===== config.mk =====
export PLATFORM = sky130hd
export DESIGN_NAME = param_seviyeli_hafiza
export DESIGN_NICKNAME = d
export VERILOG_FILES = /design/src/rtl/param_seviyeli_hafiza.sv
export SDC_FILE = /design/constraint.sdc
export NUM_CORES = 1
export LEC_CHECK = 0
export CORE_MARGIN = 2
export CORE_UTILIZATION = 65
export CTS_CLUSTER_SIZE = 16
export DETAILED_ROUTE_END_ITERATION = 7
export DONT_BUFFER_PORTS = 1
export PLACE_DENSITY = 0.87
export SYNTH_ARGS = -nofsm -noshare
export SYNTH_HDL_FRONTEND = slang
export SYNTH_SLANG_ARGS = --single-unit

===== constraint.sdc =====
create_clock -name clk -period 5.95 [get_ports clk]
set_clock_uncertainty 0.1 [all_clocks]
set_input_delay 0.8925 -clock clk [delete_from_list [all_inputs] [get_ports clk]]
set_output_delay 0.8925 -clock clk [all_outputs]
set_load 0.01 [all_outputs]

===== src/rtl/param_seviyeli_hafiza.sv =====
// rtl/param_seviyeli_hafiza.sv - two-level address-tracking data memory with saturating fault counter
//
// Ports:
//   clk, rst_n                   clock, asynchronous active-low reset
//   istek_gecerli / istek_hazir  request valid / ready (ready only in IDLE)
//   yazoku, adres, deger         request: 1=write 0=read, address, write data
//   sonuc, yanit_gecerli         read data, one-cycle response pulse
//   l1_hata, l2_hata             per-level miss flags, qualified by yanit_gecerli
//   hata_sayisi, sayac_sil       saturating fault count, synchronous clear
//   esik_asildi                  threshold flag (built only with HATA_ESIK_EN, else tied 0)
module param_seviyeli_hafiza #(
    parameter int ADDR_W  = 6,
    parameter int DATA_W  = 8,
    parameter int BLOCK_W = 3,
    parameter int CNT_W   = 4
`ifdef HATA_ESIK_EN
    ,
    parameter int ESIK    = 3
`endif
) (
    input  logic              clk,
    input  logic              rst_n,
    input  logic              istek_gecerli,
    output logic              istek_hazir,
    input  logic              yazoku,
    input  logic [ADDR_W-1:0] adres,
    input  logic [DATA_W-1:0] deger,
    output logic [DATA_W-1:0] sonuc,
    output logic              yanit_gecerli,
    output logic              l1_hata,
    output logic              l2_hata,
    output logic [CNT_W-1:0]  hata_sayisi,
    input  logic              sayac_sil,
    output logic              esik_asildi
);

    localparam int TAG_W = ADDR_W - 1 - BLOCK_W;
    localparam int BLK_W = ADDR_W - BLOCK_W;
    localparam int NBLK  = 2**BLK_W;
    localparam int DEPTH = 2**ADDR_W;

    typedef enum logic [1:0] {IDLE, L1, L2, OKU} state_t;

    state_t              state;
    logic [ADDR_W-1:0]   addr_q;
    logic [DATA_W-1:0]   mem [DEPTH];
    logic                l1_valid [2];
    logic [TAG_W-1:0]    l1_tag [2];
    logic                l2_valid [NBLK];
    logic [BLOCK_W-1:0]  l2_ofs [NBLK];
    logic                f1, f2;
    logic [CNT_W-1:0]    cnt, cnt_next;

    logic                accept;
    logic                q_half;
    logic [BLK_W-1:0]    q_blk;
    logic [BLOCK_W-1:0]  q_ofs;
    logic [TAG_W-1:0]    q_tag;
    logic                miss1, miss2, miss;

    assign istek_hazir = (state == IDLE);
    assign accept      = istek_gecerli & istek_hazir;
    assign hata_sayisi = cnt;

    assign q_half = addr_q[ADDR_W-1];
    assign q_blk  = addr_q[ADDR_W-1:BLOCK_W];
    assign q_ofs  = addr_q[BLOCK_W-1:0];
    assign q_tag  = addr_q[ADDR_W-2:BLOCK_W];

    assign miss1 = !l1_valid[q_half] || (l1_tag[q_half] != q_tag);
    assign miss2 = !l2_valid[q_blk]  || (l2_ofs[q_blk]  != q_ofs);
    // At most one level is evaluated per cycle, so the counter never needs +2.
    assign miss  = ((state == L1) && miss1) || ((state == L2) && miss2);

    always_comb begin
        cnt_next = cnt;
        if (sayac_sil)
            cnt_next = '0;
        else if (miss && (cnt != {CNT_W{1'b1}}))
            cnt_next = cnt + 1'b1;
    end

    // Data array has no reset; contents survive rst_n.
    always_ff @(posedge clk) begin
        if (accept && yazoku)
            mem[adres] <= deger;
    end

    always_ff @(posedge clk or negedge rst_n) begin
        if (!rst_n) begin
            state         <= IDLE;
            addr_q        <= '0;
            sonuc         <= '0;
            yanit_gecerli <= 1'b0;
            l1_hata       <= 1'b0;
            l2_hata       <= 1'b0;
            f1            <= 1'b0;
            f2            <= 1'b0;
            cnt           <= '0;
            for (int i = 0; i < 2; i++) begin
                l1_valid[i] <= 1'b0;
                l1_tag[i]   <= '0;
            end
            for (int i = 0; i < NBLK; i++) begin
                l2_valid[i] <= 1'b0;
                l2_ofs[i]   <= '0;
            end
        end else begin
            yanit_gecerli <= 1'b0;
            cnt           <= cnt_next;
            case (state)
                IDLE: begin
                    if (accept) begin
                        if (yazoku) begin
                            yanit_gecerli <= 1'b1;
                            l1_hata       <= 1'b0;
                            l2_hata       <= 1'b0;
                        end else begin
                            addr_q <= adres;
                            state  <= L1;
                        end
                    end
                end
                L1: begin
                    f1 <= miss1;
                    if (miss1) begin
                        l1_valid[q_half] <= 1'b1;
                        l1_tag[q_half]   <= q_tag;
                    end
                    state <= L2;
                end
                L2: begin
                    f2 <= miss2;
                    if (miss2) begin
                        l2_valid[q_blk] <= 1'b1;
                        l2_ofs[q_blk]   <= q_ofs;
                    end
                    state <= OKU;
                end
                OKU: begin
                    sonuc         <= mem[addr_q];
                    l1_hata       <= f1;
                    l2_hata       <= f2;
                    yanit_gecerli <= 1'b1;
                    state         <= IDLE;
                end
            endcase
        end
    end

`ifdef HATA_ESIK_EN
    localparam logic [CNT_W-1:0] ESIK_V = CNT_W'(ESIK);
    logic esik_q;

    // Sticky: set when the count reaches the threshold, cleared only by sayac_sil or reset.
    always_ff @(posedge clk or negedge rst_n) begin
        if (!rst_n)
            esik_q <= 1'b0;
        else if (sayac_sil)
            esik_q <= 1'b0;
        else if (cnt_next >= ESIK_V)
            esik_q <= 1'b1;
    end

    assign esik_asildi = esik_q;
`else
    assign esik_asildi = 1'b0;
`endif

endmodule


==> results_dict.tcl, run 1 <==
set metrics [dict create \
    start_util_pct 66.0 \
    grt-ovfl-total 0 \
    r2r-start "state[0]" \
    drtAntennaViolNets 0 \
    p_int_mw 8.09 \
    tightestPinTransition_ns 0.984 \
    start_kind "flip-flop" \
    dp_cells 1522 \
    yosysWarnings 0 \
    fin_area_um2 25000 \
    rsz0062_at_grt "no" \
    dpl.hpwl_mm 29.7 \
    peakVddDrop_mv 0.349 \
    path_clk_slew_ns 0.07 \
    yosysSeqAreaShare_pct 74.3 \
    crit_required_ns 6.06 \
    wl_per_cell_um 34.0 \
    clock-sinks 575 \
    ff2ff_setup_slack_ns 2.22 \
    swShare_pct 29.8 \
    outcome "complete, no violations" \
    via_per_inst 7.17 \
    tns_ns 0 \
    nNetsFinal 1148 \
    boundaryPins 36 \
    cts_tree "built" \
    drive_above_1_share_pct 24.6 \
    p_seq_share_pct 43.8 \
    grt_start_max_net_pins 75 \
    period_needed_ns 3.73 \
    cp-end-kind "flip-flop" \
    critical_path_class "reg2reg" \
    worstPathArrival_ns 3.84 \
    dpl-instance-area_um2 23200 \
    fp.dieW_um 191 \
    crit_fanout 8 \
    reg2reg_depth 6 \
    cts_buffer_depth 3 \
    vias 11656 \
    synth_seq_cells 575 \
    synthArstFlopShare_pct 11.0 \
    grtUsageTotal_pct 31.6 \
    die_height_um 191 \
    fin_cells 1626 \
    gp_congestion 0.872 \
    maxSlewHeadroom_pct 34.1 \
    hold_viol_final 0 \
    pwr_density_cell_nw_per_um2 460 \
    synthCells 1116 \
    cts_root_buf "clkbuf_16" \
    drtPass1Iterations 6 \
    syn_area_per_cell_um2 20.4 \
    core_area_um2 34500 \
    antenna_found_initial 1 \
    post-route-util_pct 72.5 \
    clock_latency_ns 0.60 \
    drv_cap 0 \
    power.total_mw 11.5 \
    post_cts_buffers 0 \
    synth_ff_type "edfxtp_1" \
    timing.critical_path.from "state[0]" \
    grt_pass1_vias 12006 \
    power_frac_clock_pct 30.9 \
    p_leak_nw 8.13 \
    syn_nets 1140 \
    hold_class "in2async" \
    die_area_um2 36600 \
    wl_mm 55.3 \
    p_sw_mw 3.44 \
    core.rowCount 68 \
    area_growth_pct 9.80 \
    route.detailed.drc 0 \
    cts_buffers 54 \
    fmax_ghz 0.268 \
    drt_iter0_drc 1837 \
    maxSlewViolCount 0 \
    synth_area_um2 22800 \
    fin_crit_sh_pct 62.7 \
    synth_cell_types 50 \
    synth_edf_count 512 \
    io_buffer_count 0 \
    share_comb_of_total_power_pct 25.3 \
    htree_levels 2 \
    finalSetupViolCount 0 \
    grt_pass1_wl_mm 81.3 \
    reg2reg_to "mem[62][2]" \
]
cell usage after synthesis (2+ instances only):
| library cell | count | area, um^2 |
|---|---|---|
| a211oi_1 | 3 | 22.5 |
| a21boi_0 | 2 | 15.0 |
| a21oi_1 | 9 | 45.0 |
| a22o_1 | 2 | 17.5 |
| a31oi_1 | 4 | 25.0 |
| buf_1 | 6 | 22.5 |
| buf_2 | 20 | 100 |
| buf_4 | 8 | 60.1 |
| buf_6 | 2 | 22.5 |
| clkbuf_1 | 22 | 82.6 |
| dfrtp_1 | 63 | 1580 |
| edfxtp_1 | 512 | 15400 |
| ha_1 | 5 | 62.6 |
| inv_1 | 12 | 45.0 |
| mux2_2 | 18 | 203 |
| mux2_4 | 15 | 225 |
| mux2i_1 | 56 | 561 |
| mux4_2 | 142 | 3200 |
| nand2_1 | 25 | 93.8 |
| nand2b_1 | 14 | 87.6 |
| nand3_1 | 13 | 65.1 |
| nand3b_1 | 7 | 52.6 |
| nor2_1 | 85 | 319 |
| nor2b_1 | 7 | 43.8 |
| nor4_1 | 4 | 25.0 |
| o21ai_0 | 13 | 65.1 |
| o221ai_1 | 2 | 17.5 |
| o22ai_1 | 13 | 81.3 |
| o32ai_1 | 2 | 17.5 |
| or2_2 | 3 | 18.8 |
| or2_4 | 5 | 43.8 |
| xnor2_1 | 3 | 26.3 |
| xor2_1 | 2 | 17.5 |
power groups by stage:
stage	Clock (mW)	Sequential, mW	Combinational [mW]
after floorplan	0	4.77	2.32
after global placement	0	5.08	2.68
after detailed placement	0	5.09	2.76
after CTS	3.57	5.03	2.87
after global routing	3.71	5.07	3.02
final	3.56	5.04	2.92
worst max path at each step:
| stage | endpoint | slack, ns | depth (start not counted) |
|---|---|---|---|
| 5_1_grt | mem[62][2] | 2.22 | 6 |
| 3_5_place_dp | mem[62][4] | 2.59 | 6 |
| 6_report | mem[62][2] | 2.22 | 6 |
| 2_1_floorplan | mem[14][0] | 3.37 | 4 |
| 4_1_cts | mem[14][0] | 2.42 | 6 |
| 3_3_place_gp | sonuc[7] | 2.73 | 5 |
routing by layer:
layer	vias to the layer above	global-route usage (%)	routed length, um	part of all wire [%]
met5	-	0	0	0
met4	0	13.8	2480	4.5
met3	183	7.73	6760	12
met2	987	48.6	26600	48
met1	5952	44.0	19500	35
li1	4534	-	-	-
metrics by stage:
step           setup WS [ns]  hold slack [ns]
2_1_floorplan           3.37            0.328
3_3_place_gp            2.73            0.348
3_5_place_dp            2.59            0.352
4_1_cts                 2.42           0.0799
5_1_grt                 2.22            0.105
6_report                2.22           0.0704
timing repair:
| item | in CTS | in global routing |
|---|---|---|
| gates resized for setup | 0 | 0 |
| endpoints found under the hold margin | 63 | 0 |
| hold buffers | 1 | 0 |
cells by family after synthesis:
group | Yosys count | synth area share [%]
fa+ha+maj | 5 | 0.274
flops | 575 | 74.3
compound gates | 60 | 1.76
simple gates | 167 | 3.43
mux | 231 | 18.4
other cells | 1 | 0.0164
xor+xnor | 6 | 0.263
buf+inv | 71 | 1.55
state kept, by name, summed over array words and instances (netlist names):
signal and count:
l1_valid 2, state 2, l2_ofs 24, f2 1, l2_hata 1, sonuc 8, addr_q 6, yanit_gecerli 1
l2_valid 8, l1_tag 4, mem 512, l1_hata 1, hata_sayisi 4, f1 1
layout by cell type, fill, tap and decap left out, types with 7 or more instances in the layout:
cell type and count:
a21oi_1 9, buf_4 8, bufinv_16 8, clkbuf_1 11
clkbuf_16 54, clkinv_2 12, dfrtp_1 59, edfxtp_1 512
inv_1 12, mux2_2 18, mux2_4 15, mux2i_1 56
mux4_2 142, nand2_1 25, nand2b_1 14, nand3_1 13
nand3b_1 7, nor2_1 85, nor2b_1 7, o21ai_0 13
o22ai_1 13
cell type report:
| class | instances | area [um^2] |
|---|---|---|
| well taps | 455 | 569 |
| multi-input cells | 470 | 5500 |
| fillers | 1809 | 9510 |
| inverters | 12 | 45.0 |
| clock inverters | 34 | 397 |
| clock buffers | 68 | 1430 |
| repair buffers | 11 | 128 |
| diodes | 1 | 2.50 |
| flip-flops and latches | 575 | 17000 |
critical path: stages (launching register included):
cell and delay [ns]:
dfrtp_1 0.43, inv_1 0.14, ha_1 0.37, nand3_1 0.32
nor2_1 0.35, nand3_1 0.67, nor2_1 0.97
Note: power is estimated with default switching activity, not from simulation.
==> run 2, diff against run 1 <==
- CORE_UTILIZATION: 65 -> 63
- PLACE_DENSITY: 0.87 -> 0.85
- clock period: 5.95 -> 3.45 ns (I/O delays scaled with it)
==> run 2 against run 1 <==
The run now ends with negative setup slack left. Sequential share of layout area shrank 1.9 points. Largest cell class unchanged. Sequential cell count is the same. Count of clock-buffer cells in the layout shrank 2. First-iteration DRC count grew 5.4%. Cell count grew 4.7%. Critical endpoint is now mem[44][6]. Sequential power grew 71%. Fmax grew 6.9%. Register-to-register slack lost 2.3 ns. Via count grew 2.9%. Combinational power grew 84%. Non-clock buffer count grew 73.
==> results_dict.tcl, run 2 (synthesized netlist as in run 1, its figures left out) <==
set metrics [dict create \
    outcome "complete, but fails checks" \
    failed_checks "negative setup slack" \
    mostFrequentLayoutCell "edfxtp_1" \
    fin_cells 1703 \
    cts_tree "built" \
    finalSetupViolCount 21 \
    vias 11995 \
    core.rowCount 69 \
    drv_cap 0 \
    rsz0062_at_grt "no" \
    die_height_um 194 \
    critical_path_class "reg2reg" \
    crit_fanout 8 \
    p_leak_nw 8.54 \
    cts_buffer_depth 3 \
    crit_family "simple AND/OR/NAND/NOR gates" \
    dp_cells 1586 \
    post_cts_buffers 0 \
    fmax_ghz 0.286 \
    via_per_inst 7.04 \
    maxSlewHeadroom_pct 40.2 \
    reg2reg_depth 6 \
    drive_above_1_share_pct 28.5 \
    tightestPinTransition_ns 0.894 \
    antenna_found_initial 0 \
    maxSlewViolCount 0 \
    period_needed_ns 3.49 \
    hold_viol_final 0 \
    route.detailed.drc 0 \
    cts_buffers 54 \
    slowest_stage "nor2_1" \
    reg2reg_to "mem[44][6]" \
    wl_mm 55.0 \
    gp_congestion 0.885 \
    start_util_pct 64.1 \
    path_clk_slew_ns 0.07 \
    core_area_um2 35600 \
    grtUsageTotal_pct 29.8 \
    grt-ovfl-total 0 \
    boundaryPins 36 \
    top_register "mem" \
    clock-sinks 575 \
    crit_required_ns 3.57 \
    pwr_density_cell_nw_per_um2 775 \
    worstPathArrival_ns 3.61 \
    r2r-start "state[0]" \
    grt_pass1_wl_mm 81.4 \
    cpMostUsedCell "nor2_1" \
    drtAntennaViolNets 0 \
    grt_start_max_net_pins 65 \
    hold_start "adres[0]" \
    ff2ff_setup_slack_ns -0.04 \
    power.total_mw 20.0 \
    multi_input_area_um2 5500 \
    timing.hold.ws_ns 0.0118 \
    crit_cells 6 \
    hold_class "in2reg" \
    wl_per_cell_um 32.3 \
    grt_pass1_vias 12203 \
    largest_reg_flops 512 \
    cp_cell_sequence "inv_1 > ha_1 > nand3_1 > nor2_1 > nand2_1 > nor2_1" \
    start_kind "flip-flop" \
    reg_top3 "mem: 512 flops, l2_ofs: 24 flops" \
    fin_crit_sh_pct 101 \
    cp-end-kind "flip-flop" \
    clock_latency_ns 0.60 \
    dpl.hpwl_mm 31.0 \
    drtPass1Iterations 6 \
    setup_ws_ns -0.0415 \
    peakVddDrop_mv 0.763 \
    holdPathStages 2 \
    tns_ns -0.296 \
    die_area_um2 37700 \
    fill_cells 1845 \
    post-route-util_pct 72.4 \
    io_buffer_count 0 \
    cts_root_buf "clkbuf_16" \
    drt_iter0_drc 1936 \
    path_buf_inv 1 \
    regArea_um2 17000 \
    antennaDiodeCount 0 \
    htree_levels 2 \
    cpPeakStageDelay_ns 0.80 \
    fp.dieW_um 194 \
    area_growth_pct 13.0 \
    worstHoldEndpoint "addr_q[0]" \
    final_cell_mix "edfxtp_1 (512), mux4_2 (142), nor2_1 (83), buf_4 (63), dfrtp_1 (59)" \
    nNetsFinal 1221 \
]
run 2: cell types whose count changed in the layout (fill, tap and decap cells not counted), moves of 3 or more:
cell           delta
clkinv_1          +4
clkinv_2          -3
clkbuf_1          -3
buf_4            +55
buf_16            +8
dlygate4sd3_1     +7
buf_12            +3
clkinvlp_4        +3
run 2: report_power, final:
part           internal, mW  switching [mW]
combinational          2.64            2.73
sequential             7.92           0.675
clock                  3.42            2.59
total                  14.0            6.00
run 2: timing repair:
| item | CTS | global route |
|---|---|---|
| endpoints found under the setup margin | 0 | 16 |
| hold buffers | 16 | 0 |
| hold endpoints to repair | 582 | 0 |
| gates resized for setup | 0 | 2 |
run 2: layer usage:
metal	part of all wire, %	GRT usage [%]	vias to the layer above
met1	34	39.2	6205
met3	12	7.03	175
met5	0	0	-
met4	4.1	11.5	0
met2	50	49.0	935
li1	-	-	4680
run 2: through the flow:
step | area [um^2] | setup slack, ns
after floorplan | 22800 | 0.937
after global placement | 23700 | 0.500
after detailed placement | 23700 | 0.325
after CTS | 25800 | 0.106
after global routing | 25800 | 0.00606
final | 25800 | -0.0415
run 2: worst max-delay path by stage:
stage                         start    endpoint  slack [ns]
after floorplan           addr_q[3]   l2_ofs[6]        0.94
after global placement     state[0]  mem[34][3]        0.50
after detailed placement   state[0]  mem[34][6]        0.32
after CTS                  state[0]  mem[34][2]        0.11
after global routing       state[0]  mem[35][2]       0.006
final                      state[0]  mem[44][6]       -0.04
run 2: worst reg2reg max path: stages (launching register included):
cell and delay [ns]:
dfrtp_1 0.41, inv_1 0.13, ha_1 0.36, nand3_1 0.40
nor2_1 0.44, nand2_1 0.47, nor2_1 0.80
run 2: cell type report:
cell class,instances,share of cell area [%]
Clock buffer,66,5.58
Clock inverter,35,1.36
Inverter,12,0.175
Multi-Input combinational cell,470,21.3
Sequential cell,575,65.8
Tap cell,461,2.24
Timing Repair Buffer,84,3.46
